`config.mk`:
```
export PLATFORM = sky130hd
export DESIGN_NAME = ram_bist_master
export DESIGN_NICKNAME = d
export VERILOG_FILES = /design/src/rtl/ram_bist_master.sv
export SDC_FILE = /design/constraint.sdc
export NUM_CORES = 1
export LEC_CHECK = 0
export BUFFER_PORTS_ARGS = -buffer_cell sky130_fd_sc_hd__buf_2
export CELL_PAD_IN_SITES_DETAIL_PLACEMENT = 0
export CELL_PAD_IN_SITES_GLOBAL_PLACEMENT = 2
export CORE_MARGIN = 2
export CORE_UTILIZATION = 33
export CTS_CLUSTER_SIZE = 40
export DETAILED_ROUTE_END_ITERATION = 6
export PLACE_DENSITY = 0.78
export SLEW_MARGIN = 20
export SYNTH_ARGS = -nofsm -noshare
export SYNTH_HDL_FRONTEND = slang
export SYNTH_SLANG_ARGS = --single-unit
```
`constraint.sdc`:
```
create_clock -name clk -period 3.8 [get_ports clk]
set_input_delay 0.57 -clock clk [delete_from_list [all_inputs] [get_ports clk]]
set_output_delay 0.57 -clock clk [all_outputs]
set_load 0.005 [all_outputs]
```
`src/rtl/ram_bist_master.sv`:
```
// ram_bist_master
// Avalon-MM initiator that fills a word-addressed RAM with the pattern
// (seed + address) and/or reads it back and compares. One transfer per cycle.
// The word range runs from base_addr to last_addr inclusive and wraps from all-ones to 0.
//
// Optional feature macro: RAM_BIST_ERR_COUNT_EN
//   defined   : adds a 16-bit saturating err_count output, and verify scans the whole range
//   undefined : verify stops issuing reads at the first mismatch
//
// state  | meaning
// IDLE   | waiting for start
// WRITE  | one write per cycle, pattern data
// READ   | one read per cycle, expected address pipelined
// DRAIN  | no transfers; waits for the in-flight read data to be compared
// DONE   | one-cycle done pulse
module ram_bist_master #(
    parameter int ADDR_W       = 8,
    parameter int DATA_W       = 32,
    parameter int READ_LATENCY = 1
) (
    input  logic                  clk,
    input  logic                  reset,
    input  logic                  start,
    input  logic [1:0]            mode,
    input  logic [ADDR_W-1:0]     base_addr,
    input  logic [ADDR_W-1:0]     last_addr,
    input  logic [DATA_W-1:0]     seed,
    output logic                  busy,
    output logic                  done,
    output logic                  error,
    output logic [ADDR_W-1:0]     err_addr,
    output logic [DATA_W-1:0]     err_data,
`ifdef RAM_BIST_ERR_COUNT_EN
    output logic [15:0]           err_count,
`endif
    output logic [ADDR_W-1:0]     address,
    output logic [DATA_W/8-1:0]   byteenable,
    output logic                  chipselect,
    output logic                  write,
    output logic [DATA_W-1:0]     writedata,
    output logic                  clken,
    input  logic [DATA_W-1:0]     readdata
);

    typedef enum logic [2:0] {
        S_IDLE,
        S_WRITE,
        S_READ,
        S_DRAIN,
        S_DONE
    } state_t;

    localparam int DRN_W = (READ_LATENCY > 1) ? $clog2(READ_LATENCY) : 1;

`ifdef RAM_BIST_ERR_COUNT_EN
    localparam bit STOP_ON_ERR = 1'b0;
`else
    localparam bit STOP_ON_ERR = 1'b1;
`endif

    state_t                r_state;
    logic [1:0]            r_mode;
    logic [ADDR_W-1:0]     r_base;
    logic [ADDR_W-1:0]     r_last;
    logic [DATA_W-1:0]     r_seed;
    logic [ADDR_W-1:0]     r_remain;
    logic [ADDR_W-1:0]     r_addr;
    logic [DATA_W-1:0]     r_wdata;
    logic                  r_busy;
    logic                  r_done;
    logic                  r_error;
    logic                  r_cs;
    logic                  r_write;
    logic [DATA_W/8-1:0]   r_be;
    logic [ADDR_W-1:0]     r_err_addr;
    logic [DATA_W-1:0]     r_err_data;
    logic [DRN_W-1:0]      r_drain;
    logic [READ_LATENCY-1:0] r_pipe_vld;
    logic [ADDR_W-1:0]     r_pipe_addr [READ_LATENCY];
`ifdef RAM_BIST_ERR_COUNT_EN
    logic [15:0]           r_err_count;
`endif

    logic [ADDR_W-1:0]     w_addr_inc;
    logic [ADDR_W-1:0]     w_cmp_addr;
    logic [DATA_W-1:0]     w_exp;
    logic                  w_mismatch;
    logic                  w_stop;

    function automatic logic [DATA_W-1:0] pattern(input logic [DATA_W-1:0] s,
                                                  input logic [ADDR_W-1:0] a);
        return s + {{(DATA_W-ADDR_W){1'b0}}, a};
    endfunction

    assign w_addr_inc = r_addr + ADDR_W'(1);
    assign w_cmp_addr = r_pipe_addr[READ_LATENCY-1];
    assign w_exp      = pattern(r_seed, w_cmp_addr);
    assign w_mismatch = r_pipe_vld[READ_LATENCY-1] && (readdata != w_exp);
    assign w_stop     = STOP_ON_ERR && w_mismatch;

    assign busy       = r_busy;
    assign done       = r_done;
    assign error      = r_error;
    assign err_addr   = r_err_addr;
    assign err_data   = r_err_data;
    assign address    = r_addr;
    assign byteenable = r_be;
    assign chipselect = r_cs;
    assign write      = r_write;
    assign writedata  = r_wdata;
    assign clken      = 1'b1;
`ifdef RAM_BIST_ERR_COUNT_EN
    assign err_count  = r_err_count;
`endif

    // Sequencer FSM, read-compare pipeline and error capture
    always_ff @(posedge clk) begin
        if (reset) begin
            r_state    <= S_IDLE;
            r_mode     <= '0;
            r_base     <= '0;
            r_last     <= '0;
            r_seed     <= '0;
            r_remain   <= '0;
            r_addr     <= '0;
            r_wdata    <= '0;
            r_busy     <= 1'b0;
            r_done     <= 1'b0;
            r_error    <= 1'b0;
            r_cs       <= 1'b0;
            r_write    <= 1'b0;
            r_be       <= '0;
            r_err_addr <= '0;
            r_err_data <= '0;
            r_drain    <= '0;
            r_pipe_vld <= '0;
            for (int i = 0; i < READ_LATENCY; i++) r_pipe_addr[i] <= '0;
`ifdef RAM_BIST_ERR_COUNT_EN
            r_err_count <= '0;
`endif
        end else begin
            // expected-address pipeline, aligned with the RAM read latency
            r_pipe_vld[0]  <= r_cs & ~r_write;
            r_pipe_addr[0] <= r_addr;
            for (int i = 1; i < READ_LATENCY; i++) begin
                r_pipe_vld[i]  <= r_pipe_vld[i-1];
                r_pipe_addr[i] <= r_pipe_addr[i-1];
            end

            if (w_mismatch) begin
                r_error <= 1'b1;
                if (!r_error) begin
                    r_err_addr <= w_cmp_addr;
                    r_err_data <= readdata;
                end
`ifdef RAM_BIST_ERR_COUNT_EN
                if (r_err_count != 16'hFFFF) r_err_count <= r_err_count + 16'd1;
`endif
            end

            r_done <= 1'b0;

            case (r_state)
                S_IDLE: begin
                    if (start) begin
                        r_mode     <= mode;
                        r_base     <= base_addr;
                        r_last     <= last_addr;
                        r_seed     <= seed;
                        r_remain   <= last_addr - base_addr;
                        r_addr     <= base_addr;
                        r_busy     <= 1'b1;
                        r_cs       <= 1'b1;
                        r_be       <= '1;
                        r_error    <= 1'b0;
                        r_err_addr <= '0;
                        r_err_data <= '0;
`ifdef RAM_BIST_ERR_COUNT_EN
                        r_err_count <= '0;
`endif
                        if (mode == 2'd1) begin
                            r_state <= S_READ;
                            r_write <= 1'b0;
                        end else begin
                            r_state <= S_WRITE;
                            r_write <= 1'b1;
                            r_wdata <= pattern(seed, base_addr);
                        end
                    end
                end
                S_WRITE: begin
                    if (r_remain == '0) begin
                        if (r_mode == 2'd2) begin
                            // read-back follows the last write with no idle cycle
                            r_state  <= S_READ;
                            r_write  <= 1'b0;
                            r_addr   <= r_base;
                            r_remain <= r_last - r_base;
                        end else begin
                            r_state <= S_DONE;
                            r_done  <= 1'b1;
                            r_cs    <= 1'b0;
                            r_write <= 1'b0;
                            r_be    <= '0;
                        end
                    end else begin
                        r_remain <= r_remain - ADDR_W'(1);
                        r_addr   <= w_addr_inc;
                        r_wdata  <= pattern(r_seed, w_addr_inc);
                    end
                end
                S_READ: begin
                    if (r_remain == '0 || w_stop) begin
                        r_state <= S_DRAIN;
                        r_cs    <= 1'b0;
                        r_be    <= '0;
                        r_drain <= DRN_W'(READ_LATENCY - 1);
                    end else begin
                        r_remain <= r_remain - ADDR_W'(1);
                        r_addr   <= w_addr_inc;
                    end
                end
                S_DRAIN: begin
                    if (r_drain == '0) begin
                        r_state <= S_DONE;
                        r_done  <= 1'b1;
                    end else begin
                        r_drain <= r_drain - DRN_W'(1);
                    end
                end
                S_DONE: begin
                    r_state <= S_IDLE;
                    r_busy  <= 1'b0;
                end
                default: begin
                    r_state <= S_IDLE;
                end
            endcase
        end
    end

endmodule

```
==> flow_metrics.env, run 1 <==
export IMPL_cts_sinks=155
export IMPL_relSlewSlack=0.295
export IMPL_drt_iter0_markers=718
export IMPL_cts_root_buf="clkbuf_16"
export IMPL_maxSlewViolCount=0
export IMPL_powerDensity_nw_per_um2=620
export IMPL_place_area_um2=11300
export IMPL_status="complete, no violations"
export IMPL_critPathRequiredTime_ns=4.13
export IMPL_yosysWarnings=0
export IMPL_num_rows=63
export IMPL_clkLatencyLatePin_ns=0.43
export IMPL_via_per_inst=5.25
export IMPL_dieHeight_um=177
export IMPL_cts_tree="yes"
export IMPL_die_area_um2=31400
export IMPL_htreeDepth=4
export IMPL_whs_path_depth=3
export IMPL_place_hpwl_um=26500
export IMPL_worstHoldPathType="in -> reg"
export IMPL_synth_compound_area_share=0.186
export IMPL_io_pins=175
export IMPL_clk_path_buf_depth=2
export IMPL_crit_type="reg -> reg"
export IMPL_place_congestion=0.855
export IMPL_syn_area_um2=9910
export IMPL_period_share=0.941
export IMPL_max_vdd_ir_drop_uv=316
export IMPL_drc=0
export IMPL_cts_setup_buffers=0
export IMPL_drv_cap=0
export IMPL_syn_inst=1246
export IMPL_chipWidth_um=177
export IMPL_reg2reg_from="r_seed[0]"
export IMPL_ys_async_sr_fraction=0
export IMPL_ys_seq_elements=155
export IMPL_synth_adder_area_share=0.0606
export IMPL_seq_area_frac_synth=0.313
export IMPL_reg2reg_slack_ns=0.22
export IMPL_grt_usage=0.221
export IMPL_core_area_um2=29600
export IMPL_wl_met2_um=15700
export IMPL_nFillCells=3149
export IMPL_wl_per_cell_um=19.1
export IMPL_start_kind="flip-flop"
export IMPL_antenna_found_initial=0
export IMPL_layout_nets=1537
export IMPL_leakage_nw=4.84
export IMPL_first_pass_iters=6
export IMPL_fin_setup_tns_ns=0
export IMPL_route_met3_wl_um=1920
export IMPL_synthFlopType="dfxtp_1"
export IMPL_fmaxAchievable_mhz=280
export IMPL_worstHoldStart="last_addr[4]"
export IMPL_start_util=0.334
export IMPL_arrival_ns=3.91
export IMPL_antennaDiodeCount=0
export IMPL_ant_nets=0
export IMPL_cp_cell_sequence="ha_1 -> inv_1 -> fa_1 -> nor2b_1 -> o31ai_2 -> a211oi_1 -> nor4b_1 -> nor2_1 -> nor4b_2 -> buf_4 -> nand4_4 -> and2_1 -> buf_12 -> o32ai_1"
export IMPL_hold_buffers=0
export IMPL_numCtsBuffers=17
export IMPL_grt_overflow_total=0
export IMPL_synth_mux_area_frac=0.0466
export IMPL_cts_resized_gates=0
export IMPL_wl_um=34500
export IMPL_grt_first_pass_wirelength_um=52700
export IMPL_area_delta_synth_final_pct=20.5
export IMPL_synth_distinct_cells=79
export IMPL_setup_violations=0
export IMPL_r2r_cells=14
export IMPL_r2r_end="r_remain[2]"
export IMPL_crit_path_max_fanout=14
export IMPL_rsz0062_at_grt="false"
export IMPL_cp_slowest_cell="fa_1"
export IMPL_synth_top_family_by_area="simple AND/OR/NAND/NOR gates"
export IMPL_clkTransAtPathRegs_ns=0.07
export IMPL_synth_edff_count=0
export IMPL_clock_skew_ns=0.0124
export IMPL_max_stage_delay_ns=0.39
export IMPL_end_kind="flip-flop"
export IMPL_num_vias=9501
export IMPL_synth_xor_area_share=0.107
export IMPL_tightest_slew_ns=1.05
export IMPL_drt_met1_wl_um=16600
export IMPL_hold_viol=0
export IMPL_highest_layer="met4"
export IMPL_synth_simple_gate_area_frac=0.234
export IMPL_grt_max_degree=67
export IMPL_hold_path_endpoint="r_last[4]"
export IMPL_fin_hold_ws_ns=0.384
export IMPL_grt_pass1_vias=9027
export IMPL_layout_min_cycle_time_ns=3.58
export IMPL_layout_drive_gt1_share=0.202
export IMPL_fin_area_um2=11900
export IMPL_syn_avg_cell_area_um2=7.96
export IMPL_synthesis_nets=1376
export IMPL_place_port_buffers=173
-- where the power goes --
part | switching, W | leakage, nW | internal, W | total (W)
registers | 0.000378 | 1.27 | 0.00199 | 0.00237
logic | 0.00194 | 3.29 | 0.00132 | 0.00326
clock network | 0.000730 | 0.282 | 0.00105 | 0.00178
-- flip-flops by register name, summed over array words and instances (netlist names) --
signal,count
busy,1
r_last,8
r_state,3
err_data,32
done,1
byteenable,1
r_pipe_addr,8
writedata,32
r_seed,32
r_remain,8
write,1
err_addr,8
r_mode,2
r_base,8
r_pipe_vld,1
error,1
address,8
-- per-stage QoR --
stage                util  cells  power (W)  worst slack (ns)
floorplan               -   1246    0.00446             0.336
global placement    0.383   1778    0.00563             0.194
detailed placement  0.383   1778    0.00564             0.149
CTS                 0.403   1809    0.00745             0.150
global route        0.403   1809    0.00792           0.00451
finish              0.403   1809    0.00740             0.225
-- layer usage --
layer / track usage / up-vias
li1: - / 4701
met1: 0.311 / 4490
met2: 0.356 / 286
met3: 0.0306 / 24
met4: 0.0512 / 0
met5: 0 / -
-- kinds of logic (layout without fill, tap and decap cells) --
| group | Yosys count | after routing |
|---|---|---|
| AND/OR/NAND/NOR | 482 | 482 |
| AO/OA/AOI/OAI | 273 | 273 |
| flip-flops | 155 | 155 |
| buffers and inverters | 125 | 298 |
| XOR/XNOR | 119 | 119 |
| multiplexers | 46 | 46 |
| adder cells (fa/ha/maj) | 45 | 45 |
| other | 1 | 1 |
-- critical path: cells and delay by family (launching register included) --
kind / cells / cell delay, ns
flops: 1 / 0.35
fa+ha+maj: 2 / 0.62
buf+inv: 3 / 0.42
simple gates: 6 / 1.30
compound gates: 3 / 0.78
-- layout make-up --
cell class                 count  area (um^2)  share of cell area
tap                          390          488              0.0409
multi-input combinational    966         6320               0.530
inverter                      47          176              0.0148
clock buffer                  20          447              0.0374
clock inverter                11          145              0.0122
timing repair buffer         220         1260               0.105
sequential                   155         3100               0.260
-- Yosys cell counts, drive strengths merged, types with 4 or more instances --
| library cell | number | share of area |
|---|---|---|
| nand2 | 175 | 0.066 |
| nand3b | 7 | 0.0053 |
| nor2b | 15 | 0.0095 |
| inv | 47 | 0.018 |
| buf | 24 | 0.015 |
| clkbuf | 54 | 0.021 |
| nor3b | 5 | 0.0038 |
| fa | 5 | 0.010 |
| and3 | 9 | 0.0057 |
| nor2 | 119 | 0.045 |
| nand2b | 10 | 0.0063 |
| xor2 | 43 | 0.038 |
| or2 | 9 | 0.0057 |
| a31oi | 4 | 0.0025 |
| ha | 40 | 0.050 |
| nand4 | 26 | 0.018 |
| and2 | 7 | 0.0044 |
| nor4 | 7 | 0.0066 |
| a21boi | 6 | 0.0045 |
| a2111oi | 5 | 0.0045 |
| a21oi | 103 | 0.053 |
| o211ai | 17 | 0.013 |
| nand3 | 36 | 0.018 |
| or3 | 11 | 0.0069 |
| a311oi | 5 | 0.0044 |
| nor3 | 25 | 0.013 |
| o21ai | 43 | 0.022 |
| mux2i | 45 | 0.045 |
| and4 | 8 | 0.0071 |
| a211oi | 14 | 0.012 |
| o31ai | 14 | 0.016 |
| o32ai | 5 | 0.0044 |
| dfxtp | 155 | 0.31 |
| a222oi | 11 | 0.011 |
| xnor2 | 75 | 0.066 |
| a21o | 12 | 0.0091 |
| nor4b | 6 | 0.0059 |
-- layout by cell type, fill, tap and decap left out, types with 7 or more instances in the layout --
master,synthesis,final
a211oi_1,13,13
a21o_1,12,12
a21oi_1,101,101
a222oi_1,11,11
and2_1,7,7
and3_1,9,9
and4_1,8,8
buf_2,16,172
buf_4,5,45
clkbuf_16,0,17
dfxtp_1,155,155
ha_1,40,40
inv_1,47,47
mux2i_1,45,45
nand2_1,175,175
nand2b_1,10,10
nand3_1,36,36
nand3b_1,7,7
nand4_1,25,25
nor2_1,119,116
nor2b_1,15,15
nor3_1,24,24
o211ai_1,16,16
o21ai_0,41,40
o31ai_2,11,11
or2_2,7,7
or3_1,11,11
xnor2_1,75,75
xor2_1,43,43
-- worst max path at each step --
stage                   start           end  slack [ns]  depth (start not counted)
CTS                 r_seed[0]  err_data[28]        0.15                         14
finish              r_seed[0]   r_remain[2]        0.22                         14
detailed placement  r_seed[0]  err_data[20]        0.15                         14
global placement    r_seed[0]  err_data[20]        0.19                         14
global route        r_seed[0]   r_remain[5]       0.005                         13
floorplan           r_seed[0]    address[4]        0.34                         14
(Power assumes the default switching activity.)
==> run 2: changes to the inputs <==
--- a/config.mk
+++ b/config.mk
@@ -11,6 +11,6 @@
 export CORE_MARGIN = 2
-export CORE_UTILIZATION = 33
+export CORE_UTILIZATION = 25
 export CTS_CLUSTER_SIZE = 40
 export DETAILED_ROUTE_END_ITERATION = 6
-export PLACE_DENSITY = 0.78
+export PLACE_DENSITY = 0.61
 export SLEW_MARGIN = 20
==> constraint.sdc (replaced) <==
create_clock -name clk -period 3.8 [get_ports clk]
set_input_delay 0.19 -clock clk [delete_from_list [all_inputs] [get_ports clk]]
set_output_delay 0.19 -clock clk [all_outputs]
set_load 0.005 [all_outputs]
==> run 2 against run 1 <==
  * Critical path depth is 3 lower
  * First-iteration DRC count is 23% lower
  * Largest cell class unchanged
  * Core utilization fell by 8.1 points
  * Non-clock buffer count grew 33
  * Clock-buffer cell count is 2 lower
  * Largest power group unchanged
  * Critical path type unchanged
==> flow_metrics.env, run 2 (same netlist as run 1, synthesis figures left out) <==
export IMPL_status="complete, no violations"
export IMPL_setup_violations=0
export IMPL_place_port_buffers=173
export IMPL_tightest_slew_ns=1.06
export IMPL_chipWidth_um=203
export IMPL_clock_skew_ns=0.0131
export IMPL_end_kind="flip-flop"
export IMPL_max_vdd_ir_drop_uv=346
export IMPL_drt_iter0_markers=554
export IMPL_fin_hold_ws_ns=0.0211
export IMPL_start_kind="flip-flop"
export IMPL_p_seq_frac=0.310
export IMPL_clkPwrFrac=0.248
export IMPL_layout_drive_gt1_share=0.213
export IMPL_final_cell_mix="nand2_1 (175), buf_2 (172), dfxtp_1 (155)"
export IMPL_cts_sinks=155
export IMPL_layout_nets=1570
export IMPL_area_delta_synth_final_pct=26.4
export IMPL_layout_min_cycle_time_ns=3.60
export IMPL_antenna_found_initial=0
export IMPL_antennaDiodeCount=0
export IMPL_critPathLaunch="r_seed[17]"
export IMPL_grt_max_degree=56
export IMPL_crit_type="reg -> reg"
export IMPL_place_congestion=0.857
export IMPL_critPathRequiredTime_ns=4.10
export IMPL_via_per_inst=4.92
export IMPL_htreeDepth=4
export IMPL_grt_pass1_vias=9540
export IMPL_whs_path_depth=3
export IMPL_place_hpwl_um=30300
export IMPL_r2r_end="err_data[26]"
export IMPL_worstHoldStart="readdata[14]"
export IMPL_dieHeight_um=203
export IMPL_nFillCells=4279
export IMPL_fmaxAchievable_mhz=278
export IMPL_use_met1=0.271
export IMPL_final_common_cell="nand2_1"
export IMPL_internal_power_w=0.00448
export IMPL_hold_path_endpoint="err_data[14]"
export IMPL_grt_first_pass_wirelength_um=59500
export IMPL_arrival_ns=3.90
export IMPL_drv_cap=0
export IMPL_period_share=0.947
export IMPL_cts_root_buf="clkbuf_16"
export IMPL_clk_path_buf_depth=2
export IMPL_grt_busiest_layer="met2"
export IMPL_sw_frac_of_total=0.418
export IMPL_io_pins=175
export IMPL_drc=0
export IMPL_grt_overflow_total=0
export IMPL_leakage_nw=5.02
export IMPL_p_sw_w=0.00322
export IMPL_combPwrFrac=0.442
export IMPL_num_vias=9689
export IMPL_setup_slack_ns=0.203
export IMPL_die_area_um2=41300
export IMPL_ant_nets=0
export IMPL_wl_um=40000
export IMPL_hold_viol=0
export IMPL_grtUsageMet3=0.0286
export IMPL_reg2reg_from="r_seed[17]"
export IMPL_clkTransAtPathRegs_ns=0.07
export IMPL_maxSlewViolCount=0
export IMPL_grt_util_met2=0.310
export IMPL_r2r_cells=11
export IMPL_wl_per_cell_um=20.3
export IMPL_numCtsBuffers=17
export IMPL_core_area_um2=38900
export IMPL_post_place_ws_ns=-0.0460
export IMPL_worstHoldPathType="in -> reg"
export IMPL_grt_usage=0.193
export IMPL_cts_tree="yes"
export IMPL_crit_path_max_fanout=20
export IMPL_num_rows=72
export IMPL_powerDensity_nw_per_um2=614
export IMPL_start_util=0.255
export IMPL_reg2reg_slack_ns=0.20
export IMPL_first_pass_iters=6
export IMPL_clkLatencyLatePin_ns=0.45
export IMPL_relSlewSlack=0.285
[run 2: cell types whose count changed in the layout (fill, tap and decap cells not counted), sizes merged]
cell         delta
clkinvlp        +1
buf             +9
clkinv          +1
bufinv          +1
dlygate4sd3    +23
clkbuf          -1
[run 2: worst max-delay path by stage]
stage                               to  slack (ns)  cells after the start
final                     err_data[26]        0.20                     11
after global placement    err_data[28]       -0.02                     14
after global routing        address[2]      -0.001                     14
after CTS                 err_data[28]        0.04                     14
after detailed placement   r_remain[2]       -0.05                     13
after floorplan             address[4]        0.34                     14
[run 2: cell type report]
class	count	area, um^2	share of cell area
multi-input cells	966	6390	0.510
flip-flops and latches	155	3100	0.248
repair buffers	253	1570	0.126
well taps	518	648	0.0517
clock buffers	18	439	0.0351
clock inverters	14	195	0.0156
inverters	47	176	0.0141
[run 2: critical path, stage by stage (launching register included)]
cell	delay, ns
dfxtp_1	0.64
nand4_1	0.36
or4_1	0.68
nor4b_2	0.40
nor2_1	0.13
nor4b_4	0.35
buf_4	0.20
a311oi_4	0.08
buf_4	0.20
buf_12	0.18
mux2i_1	0.16
nor2_1	0.05
[run 2: what timing repair did]
item	4_1_cts	5_1_grt
setup buffers	0	2
cloned	0	2
endpoints found under the hold margin	23	0
pin swaps	0	5
gates resized for setup	2	15
hold buffers	23	0
endpoints found under the setup margin	47	56
[run 2: power by group through the flow]
stage          logic [W]  clock network (W)  registers [W]
6_report         0.00340            0.00191        0.00239
2_1_floorplan    0.00221                  0        0.00225
3_5_place_dp     0.00336                  0        0.00242
3_3_place_gp     0.00335                  0        0.00243
4_1_cts          0.00339            0.00197        0.00239
5_1_grt          0.00377            0.00202        0.00244
[run 2: metrics by stage]
step,instances,util,total power [W],area (um^2),setup TNS (ns)
after floorplan,1246,-,0.00446,9910,0
after global placement,1912,0.296,0.00577,11500,-0.244
after detailed placement,1912,0.296,0.00578,11500,-0.928
after CTS,1967,0.319,0.00775,12400,0
after global routing,1971,0.322,0.00823,12500,-0.00113
final,1971,0.322,0.00770,12500,0
[run 2: routing by layer]
layer	up-vias	wire [um]
met1	4673	19800
met5	-	0
li1	4768	-
met4	0	591
met3	34	1420
met2	214	18200
